**src/rtl/psum_ctrl_pkg.sv**
```systemverilog
// psum_ctrl_pkg: shared widths, FSM state encoding and PSUM SRAM control polarities
package psum_ctrl_pkg;
    localparam int default_addr_bw = 11;
    localparam int default_cnt_bw  = 11;
    localparam int default_psum_bw = 16;
    localparam logic [2:0] st_idle = 3'd0;
    localparam logic [2:0] st_wait = 3'd1;
    localparam logic [2:0] st_rd   = 3'd2;
    localparam logic [2:0] st_wr   = 3'd3;
    localparam logic [2:0] st_fin  = 3'd4;
    localparam logic cen_on  = 1'b0;
    localparam logic cen_off = 1'b1;
    localparam logic wen_on  = 1'b0;
    localparam logic wen_off = 1'b1;
    localparam logic ren_on  = 1'b1;
    localparam logic ren_off = 1'b0;
endpackage

```
**src/rtl/psum_accum_ctrl.sv**
```systemverilog
// psum_accum_ctrl: per-tile read-modify-write sequencer draining the OFIFO into the PSUM SRAM via the SFP
//   clk, reset (async, active-low)     : clock and reset
//   start, cfg_base, cfg_len, cfg_first: tile launch and configuration
//   ofifo_valid / ofifo_rd             : OFIFO handshake (one vector per pop)
//   CEN_pmem, WEN_pmem, REN_pmem, A_pmem: PSUM SRAM control
//   acc, passthrough                   : SFP mode selects, asserted only in the write cycle
//   busy, done                         : tile status; done pulses once per tile
//   stall_cnt                          : present only with PSUM_CTRL_STALL_CNT_EN defined
module psum_accum_ctrl
    import psum_ctrl_pkg::*;
#(
    parameter int addr_bw = default_addr_bw,
    parameter int cnt_bw  = default_cnt_bw
) (
    input  logic               clk,
    input  logic               reset,
    input  logic               start,
    input  logic [addr_bw-1:0] cfg_base,
    input  logic [cnt_bw-1:0]  cfg_len,
    input  logic               cfg_first,
    input  logic               ofifo_valid,
    output logic               ofifo_rd,
    output logic               CEN_pmem,
    output logic               WEN_pmem,
    output logic               REN_pmem,
    output logic [addr_bw-1:0] A_pmem,
    output logic               acc,
    output logic               passthrough,
    output logic               busy,
`ifdef PSUM_CTRL_STALL_CNT_EN
    output logic [15:0]        stall_cnt,
`endif
    output logic               done
);
    logic [2:0]         state, state_nxt;
    logic [addr_bw-1:0] addr, addr_nxt;
    logic [cnt_bw-1:0]  remaining, rem_nxt;
    logic               mode, mode_nxt;
    logic               rd_nxt, wr_nxt;

    always_comb begin
        state_nxt = state;
        addr_nxt  = addr;
        rem_nxt   = remaining;
        mode_nxt  = mode;
        case (state)
            st_idle: if (start) begin
                addr_nxt  = cfg_base;
                rem_nxt   = cfg_len;
                mode_nxt  = cfg_first;
                state_nxt = (cfg_len == '0) ? st_fin : st_wait;
            end
            st_wait: state_nxt = ofifo_valid ? st_rd : st_wait;
            st_rd:   state_nxt = st_wr;
            st_wr: begin
                addr_nxt  = addr + addr_bw'(1);
                rem_nxt   = remaining - cnt_bw'(1);
                state_nxt = (remaining == cnt_bw'(1)) ? st_fin : (ofifo_valid ? st_rd : st_wait);
            end
            st_fin:  state_nxt = st_idle;
            default: state_nxt = st_idle;
        endcase
    end

    // Outputs are decoded from the next state so they line up with the state they describe
    assign rd_nxt = state_nxt == st_rd;
    assign wr_nxt = state_nxt == st_wr;

    always_ff @(posedge clk or negedge reset) begin
        if (!reset) begin
            state       <= st_idle;
            addr        <= '0;
            remaining   <= '0;
            mode        <= 1'b0;
            ofifo_rd    <= 1'b0;
            CEN_pmem    <= cen_off;
            WEN_pmem    <= wen_off;
            REN_pmem    <= ren_off;
            A_pmem      <= '0;
            acc         <= 1'b0;
            passthrough <= 1'b0;
            busy        <= 1'b0;
            done        <= 1'b0;
        end else begin
            state       <= state_nxt;
            addr        <= addr_nxt;
            remaining   <= rem_nxt;
            mode        <= mode_nxt;
            ofifo_rd    <= rd_nxt;
            // First-pass tiles skip the SRAM read: the SFP passes OFIFO data straight through
            CEN_pmem    <= (wr_nxt || (rd_nxt && !mode_nxt)) ? cen_on : cen_off;
            WEN_pmem    <= wr_nxt ? wen_on : wen_off;
            REN_pmem    <= (rd_nxt && !mode_nxt) ? ren_on : ren_off;
            if (rd_nxt || wr_nxt)
                A_pmem  <= addr_nxt;
            acc         <= wr_nxt && !mode_nxt;
            passthrough <= wr_nxt && mode_nxt;
            busy        <= state_nxt inside {st_wait, st_rd, st_wr};
            done        <= state_nxt == st_fin;
        end
    end

`ifdef PSUM_CTRL_STALL_CNT_EN
    always_ff @(posedge clk or negedge reset) begin
        if (!reset)
            stall_cnt <= '0;
        else if (state == st_idle && start)
            stall_cnt <= '0;
        else if (state == st_wait && !ofifo_valid && stall_cnt != 16'hFFFF)
            stall_cnt <= stall_cnt + 16'd1;
    end
`endif
endmodule

```
**config.mk**
```make
export PLATFORM = sky130hd
export DESIGN_NAME = psum_accum_ctrl
export DESIGN_NICKNAME = d
export VERILOG_FILES = /design/src/rtl/psum_ctrl_pkg.sv /design/src/rtl/psum_accum_ctrl.sv
export SDC_FILE = /design/constraint.sdc
export NUM_CORES = 1
export LEC_CHECK = 0
export ABC_CLOCK_PERIOD_IN_PS = 4410
export CAP_MARGIN = 20
export CORE_UTILIZATION = 30
export DETAILED_ROUTE_END_ITERATION = 10
export PLACE_DENSITY = 0.55
export RECOVER_POWER = 100
export SLEW_MARGIN = 20
export SYNTH_ARGS = -nofsm -noshare
export SYNTH_HDL_FRONTEND = slang
export SYNTH_SLANG_ARGS = --single-unit
```
**constraint.sdc**
```tcl
create_clock -name clk -period 4.41 [get_ports clk]
set_clock_uncertainty 0.15 [all_clocks]
set_input_delay 1.1025 -clock clk [delete_from_list [all_inputs] [get_ports clk]]
set_output_delay 1.1025 -clock clk [all_outputs]
set_load 0.05 [all_outputs]
```
==> results.rst <==
.. list-table::
   :header-rows: 1

   * - Metric
     - Value
   * - DR vias
     - between 1.5k and 2k
   * - Crit Reg-Reg Endpoint
     - A_pmem[1]$_DFFE_PN0P_
   * - Area share of the largest cell type after synthesis
     - a little under half
   * - Number of detailed-route iterations in the first pass
     - 4
   * - Port Buffer Count
     - between 40 and 50
   * - Total buffers and inverters traversed by the critical path
     - 2
   * - Most numerous cell on the critical path
     - sky130_fd_sc_hd__mux2i_1
   * - Hold Worst Slack
     - between 300 and 400 ps
   * - Critical path data required time
     - roughly 4500 ps
   * - Proportion of synthesized flip-flops having asynchronous set or reset
     - 100%
   * - Rel. slew slack
     - -63.1%
   * - CTS buffer count
     - 5
   * - Number of instances on the worst hold path
     - 1
   * - Layout Area Growth over Synthesis
     - 26.0%
   * - Layout Nets
     - between 200 and 300
   * - Dominant synthesized flop cell
     - sky130_fd_sc_hd__dfrtp_1
   * - Synthesis Warnings
     - 0
   * - Half-perimeter wire length of the detailed placement result
     - 3.82 mm
   * - Sequential share of the synthesized area
     - approximately half
   * - Ranking of synthesized cells by area
     - sky130_fd_sc_hd__dfrtp_1 47%, sky130_fd_sc_hd__nor2_1 2.6%, sky130_fd_sc_hd__a21oi_1 2.4%
   * - Worst Path Arrival
     - approximately 3600 ps
   * - Number of clock sinks seen by CTS
     - between 40 and 50
   * - Crit path cell chain
     - dlygate4sd3_1 -> nor4b_1 -> clkbuf_1 -> mux2i_1 -> mux2i_1 -> mux2_2
   * - Final-report max-slew violation count
     - between 40 and 50
   * - Number of distinct library cell variants in the gate-level netlist after synthesis
     - 56
   * - Effective utilization at floorplan
     - between 30% and 40%
   * - Number of hold violations in the final report
     - 0
   * - Status
     - complete, but fails checks
   * - Violated checks
     - max-capacitance violations, max-slew violations
   * - Final instance count without filler cells
     - 365
   * - Die width
     - 89.4 µm
   * - Number of cells produced by synthesis
     - 220
   * - Number of buffers inserted to repair setup after CTS
     - 0
   * - DRC viols
     - 0
   * - Static Leakage
     - 0.00116 µW
   * - Hold-fix buffers, CTS
     - 0
   * - Switching part of the total power
     - around 47%
   * - H-tree lvl count
     - 2
   * - Number of nets still failing antenna checks after routing
     - 0
   * - Initial antenna violation count
     - 0
   * - Routability congestion estimate from global placement
     - 0.793
   * - Average vias per placed instance
     - about 5.3
   * - Count of inserted antenna diode cells
     - 0
   * - VDD IR-drop max
     - between 0.0004 and 0.0005 V
   * - Setup TNS Final
     - 0 ps
   * - WL per Instance
     - approximately 16 µm
   * - Source of the worst hold timing path
     - A_pmem[8]$_DFFE_PN0P_
   * - Floorplan die area
     - around 8000 µm²
   * - Slew @ Worst Pin
     - 2450 ps
   * - Netlist Area Pre-Place
     - between 2000 and 2500 µm²
   * - Worst Setup End Kind
     - register
   * - Num ports
     - 46
   * - Clock share of power
     - around an eighth
   * - Number of setup violations in the final report
     - 0
   * - Global route total overflow
     - 0
   * - Peak fanout along the critical path
     - 17
   * - Number of buffers on the longest clock path
     - 2
   * - Flip-flop and latch count after synthesis
     - between 40 and 50
   * - Unrepaired setup endpoints after global routing
     - false
   * - Final worst path period need
     - ~3500 ps
   * - Kind of cell with the highest combined delay on the critical path
     - buffers and inverters
   * - Total Routing Usage GR
     - between 10% and 20%
   * - End of the worst hold path
     - A_pmem[8]$_DFFE_PN0P_
   * - Per-instance average area after synthesis
     - 10.4 µm²
   * - Iteration-0 DRC Markers
     - between 100 and 150
   * - Clock tree from TritonCTS
     - done
   * - Maximum number of pins on one net before global-route repair
     - 46
   * - Total power density per cell area
     - about 700 nW/µm²
   * - Combinational share of power
     - between 40% and 50%
   * - Die height
     - 89.4 µm
   * - Internal
     - approximately 1100 µW
   * - Cell Count Post-Placement
     - around 360
   * - Wire length after detailed routing
     - 5.69 mm
   * - Overall power
     - approximately 2000 µW
   * - Post-route clock period utilization
     - between 70 and 80%
   * - Register share of total power
     - 38.2%
   * - Fraction of final layout cells sized beyond drive strength 1
     - a little over 7%
   * - Maximum capacitance violations
     - 1
   * - Largest area contributor in the netlist
     - sky130_fd_sc_hd__dfrtp_1
   * - Worst-skew pair later-pin latency
     - about 300 ps
   * - First-pass GRT wire length
     - 9.25 mm
   * - Crit path largest cell delay
     - just under 800 ps
   * - Worst-path cell with the longest stage delay
     - sky130_fd_sc_hd__clkbuf_1
   * - Slack of the worst reg-to-reg path
     - 1590 ps
   * - Worst reg2reg startpoint
     - remaining[1]$_DFFE_PN0P_
   * - Count of cells resized by post-cts repair
     - 0
   * - Nature of the critical path startpoint
     - input port
   * - Number of cell instances on the worst register-to-register path
     - 7
   * - Clock tree root driver cell
     - sky130_fd_sc_hd__clkbuf_8
   * - Crit path kind
     - in -> reg
   * - Clock-pin slew reported for the worst setup and hold paths after clock tree synthesis
     - 80 ps
   * - Number of enable-type register cells in the synthesized netlist
     - 0
   * - Power spent charging and discharging nets
     - 962 µW
   * - Fmax
     - around 280 MHz
   * - Via count of the first global-routing pass
     - about 1.8k
   * - Post-synth net total
     - 250
   * - Placeable core region
     - between 7000 and 8000 µm²
   * - Worst min-delay path category
     - reg -> reg
   * - Critical path depth
     - 6
   * - Placement row count
     - 31
[sequential cells by signal (all words and copies together) (netlist names)]
register     cells
A_pmem          11
CEN_pmem         1
REN_pmem         1
WEN_pmem         1
acc              1
addr            11
busy             1
done             1
mode             1
ofifo_rd         1
passthrough      1
remaining       11
state            3
[cell usage in the layout (no fill, tap or decap), types with 8 or more instances in the layout]
cell type                         instances
sky130_fd_sc_hd__dfrtp_1                 43
sky130_fd_sc_hd__a21oi_1                 11
sky130_fd_sc_hd__inv_1                    8
sky130_fd_sc_hd__clkdlybuf4s50_1         23
sky130_fd_sc_hd__nand2_1                 13
sky130_fd_sc_hd__dlygate4sd3_1           21
sky130_fd_sc_hd__o21ai_0                  9
sky130_fd_sc_hd__nor2_1                  16
sky130_fd_sc_hd__nor3_1                  11
sky130_fd_sc_hd__nand3_1                 10
[routing by layer]
layer	up-vias	GRT usage (%)	wire [µm]
li1	931	-	-
met2	51	23.3	2640
met5	-	0	0
met3	6	2.95	258
met1	930	22.1	2720
met4	0	4.33	73
[power groups by stage]
stage | logic (µW) | clock network (µW) | registers (µW)
5_1_grt | 1120 | 279 | 813
6_report | 1010 | 258 | 782
3_5_place_dp | 1060 | 0 | 796
3_3_place_gp | 1050 | 0 | 795
2_1_floorplan | 528 | 0 | 994
4_1_cts | 1060 | 267 | 790
[kinds of logic (layout without fill, tap and decap cells)]
family | count (synthesis) | after routing | share of synthesized area, %
flops | 45 | 45 | 49.3
simple gates | 91 | 91 | 24.3
compound gates | 51 | 51 | 15.7
buf+inv | 19 | 65 | 3.55
fa+ha+maj | 3 | 3 | 1.64
mux | 11 | 11 | 5.52
[per-stage QoR]
step                instance area, µm²  util, %  worst slack, ps
CTS                               2920     39.9             1270
finish                            2890     39.4              897
floorplan                         2290        -             1680
global route                      2890     39.4              683
detailed placement                2840     38.7              954
global placement                  2840     38.7              976
[synthesized netlist by cell type, types with 2 or more instances]
library cell                n
sky130_fd_sc_hd__and2_1     4
sky130_fd_sc_hd__a21oi_1   11
sky130_fd_sc_hd__nor3_1    11
sky130_fd_sc_hd__nor4bb_1   2
sky130_fd_sc_hd__o21ai_0    9
sky130_fd_sc_hd__a311oi_1   2
sky130_fd_sc_hd__nor4_1     4
sky130_fd_sc_hd__nand4b_1   2
sky130_fd_sc_hd__o311ai_0   2
sky130_fd_sc_hd__nand4_1    6
sky130_fd_sc_hd__and3b_1    3
sky130_fd_sc_hd__ha_1       3
sky130_fd_sc_hd__mux2i_1    4
sky130_fd_sc_hd__a31oi_1    5
sky130_fd_sc_hd__mux2_2     3
sky130_fd_sc_hd__a211oi_1   3
sky130_fd_sc_hd__nand3b_1   4
sky130_fd_sc_hd__nand3_1   10
sky130_fd_sc_hd__nand2_1   13
sky130_fd_sc_hd__or3_1      2
sky130_fd_sc_hd__mux2_1     2
sky130_fd_sc_hd__dfstp_2    2
sky130_fd_sc_hd__nor2_1    16
sky130_fd_sc_hd__buf_2      2
sky130_fd_sc_hd__a221oi_1   2
sky130_fd_sc_hd__inv_1      8
sky130_fd_sc_hd__and4_1     2
sky130_fd_sc_hd__a221o_1    2
sky130_fd_sc_hd__o32ai_1    2
sky130_fd_sc_hd__dfrtp_1   43
sky130_fd_sc_hd__mux2_4     2
sky130_fd_sc_hd__o22ai_1    2
sky130_fd_sc_hd__o221a_2    2
sky130_fd_sc_hd__clkbuf_1   8
[worst max-delay path by stage]
stage / startpoint / to / slack, ps
2_1_floorplan: start / A_pmem[3]$_DFFE_PN0P_ / 1680
3_3_place_gp: start / A_pmem[3]$_DFFE_PN0P_ / 980
3_5_place_dp: start / A_pmem[3]$_DFFE_PN0P_ / 950
4_1_cts: start / A_pmem[3]$_DFFE_PN0P_ / 1270
5_1_grt: start / A_pmem[9]$_DFFE_PN0P_ / 680
6_report: start / A_pmem[9]$_DFFE_PN0P_ / 900
[area by class of cell]
type                            count  area [µm²]
Fill cell                         723        4450
Sequential cell                    45        1130
Multi-Input combinational cell    156        1060
Timing Repair Buffer               49         463
Tap cell                           99         124
Clock buffer                        7        76.3
Inverter                            8        30.0
Clock inverter                      1        7.51
Power figures use the tool's default switching activity.
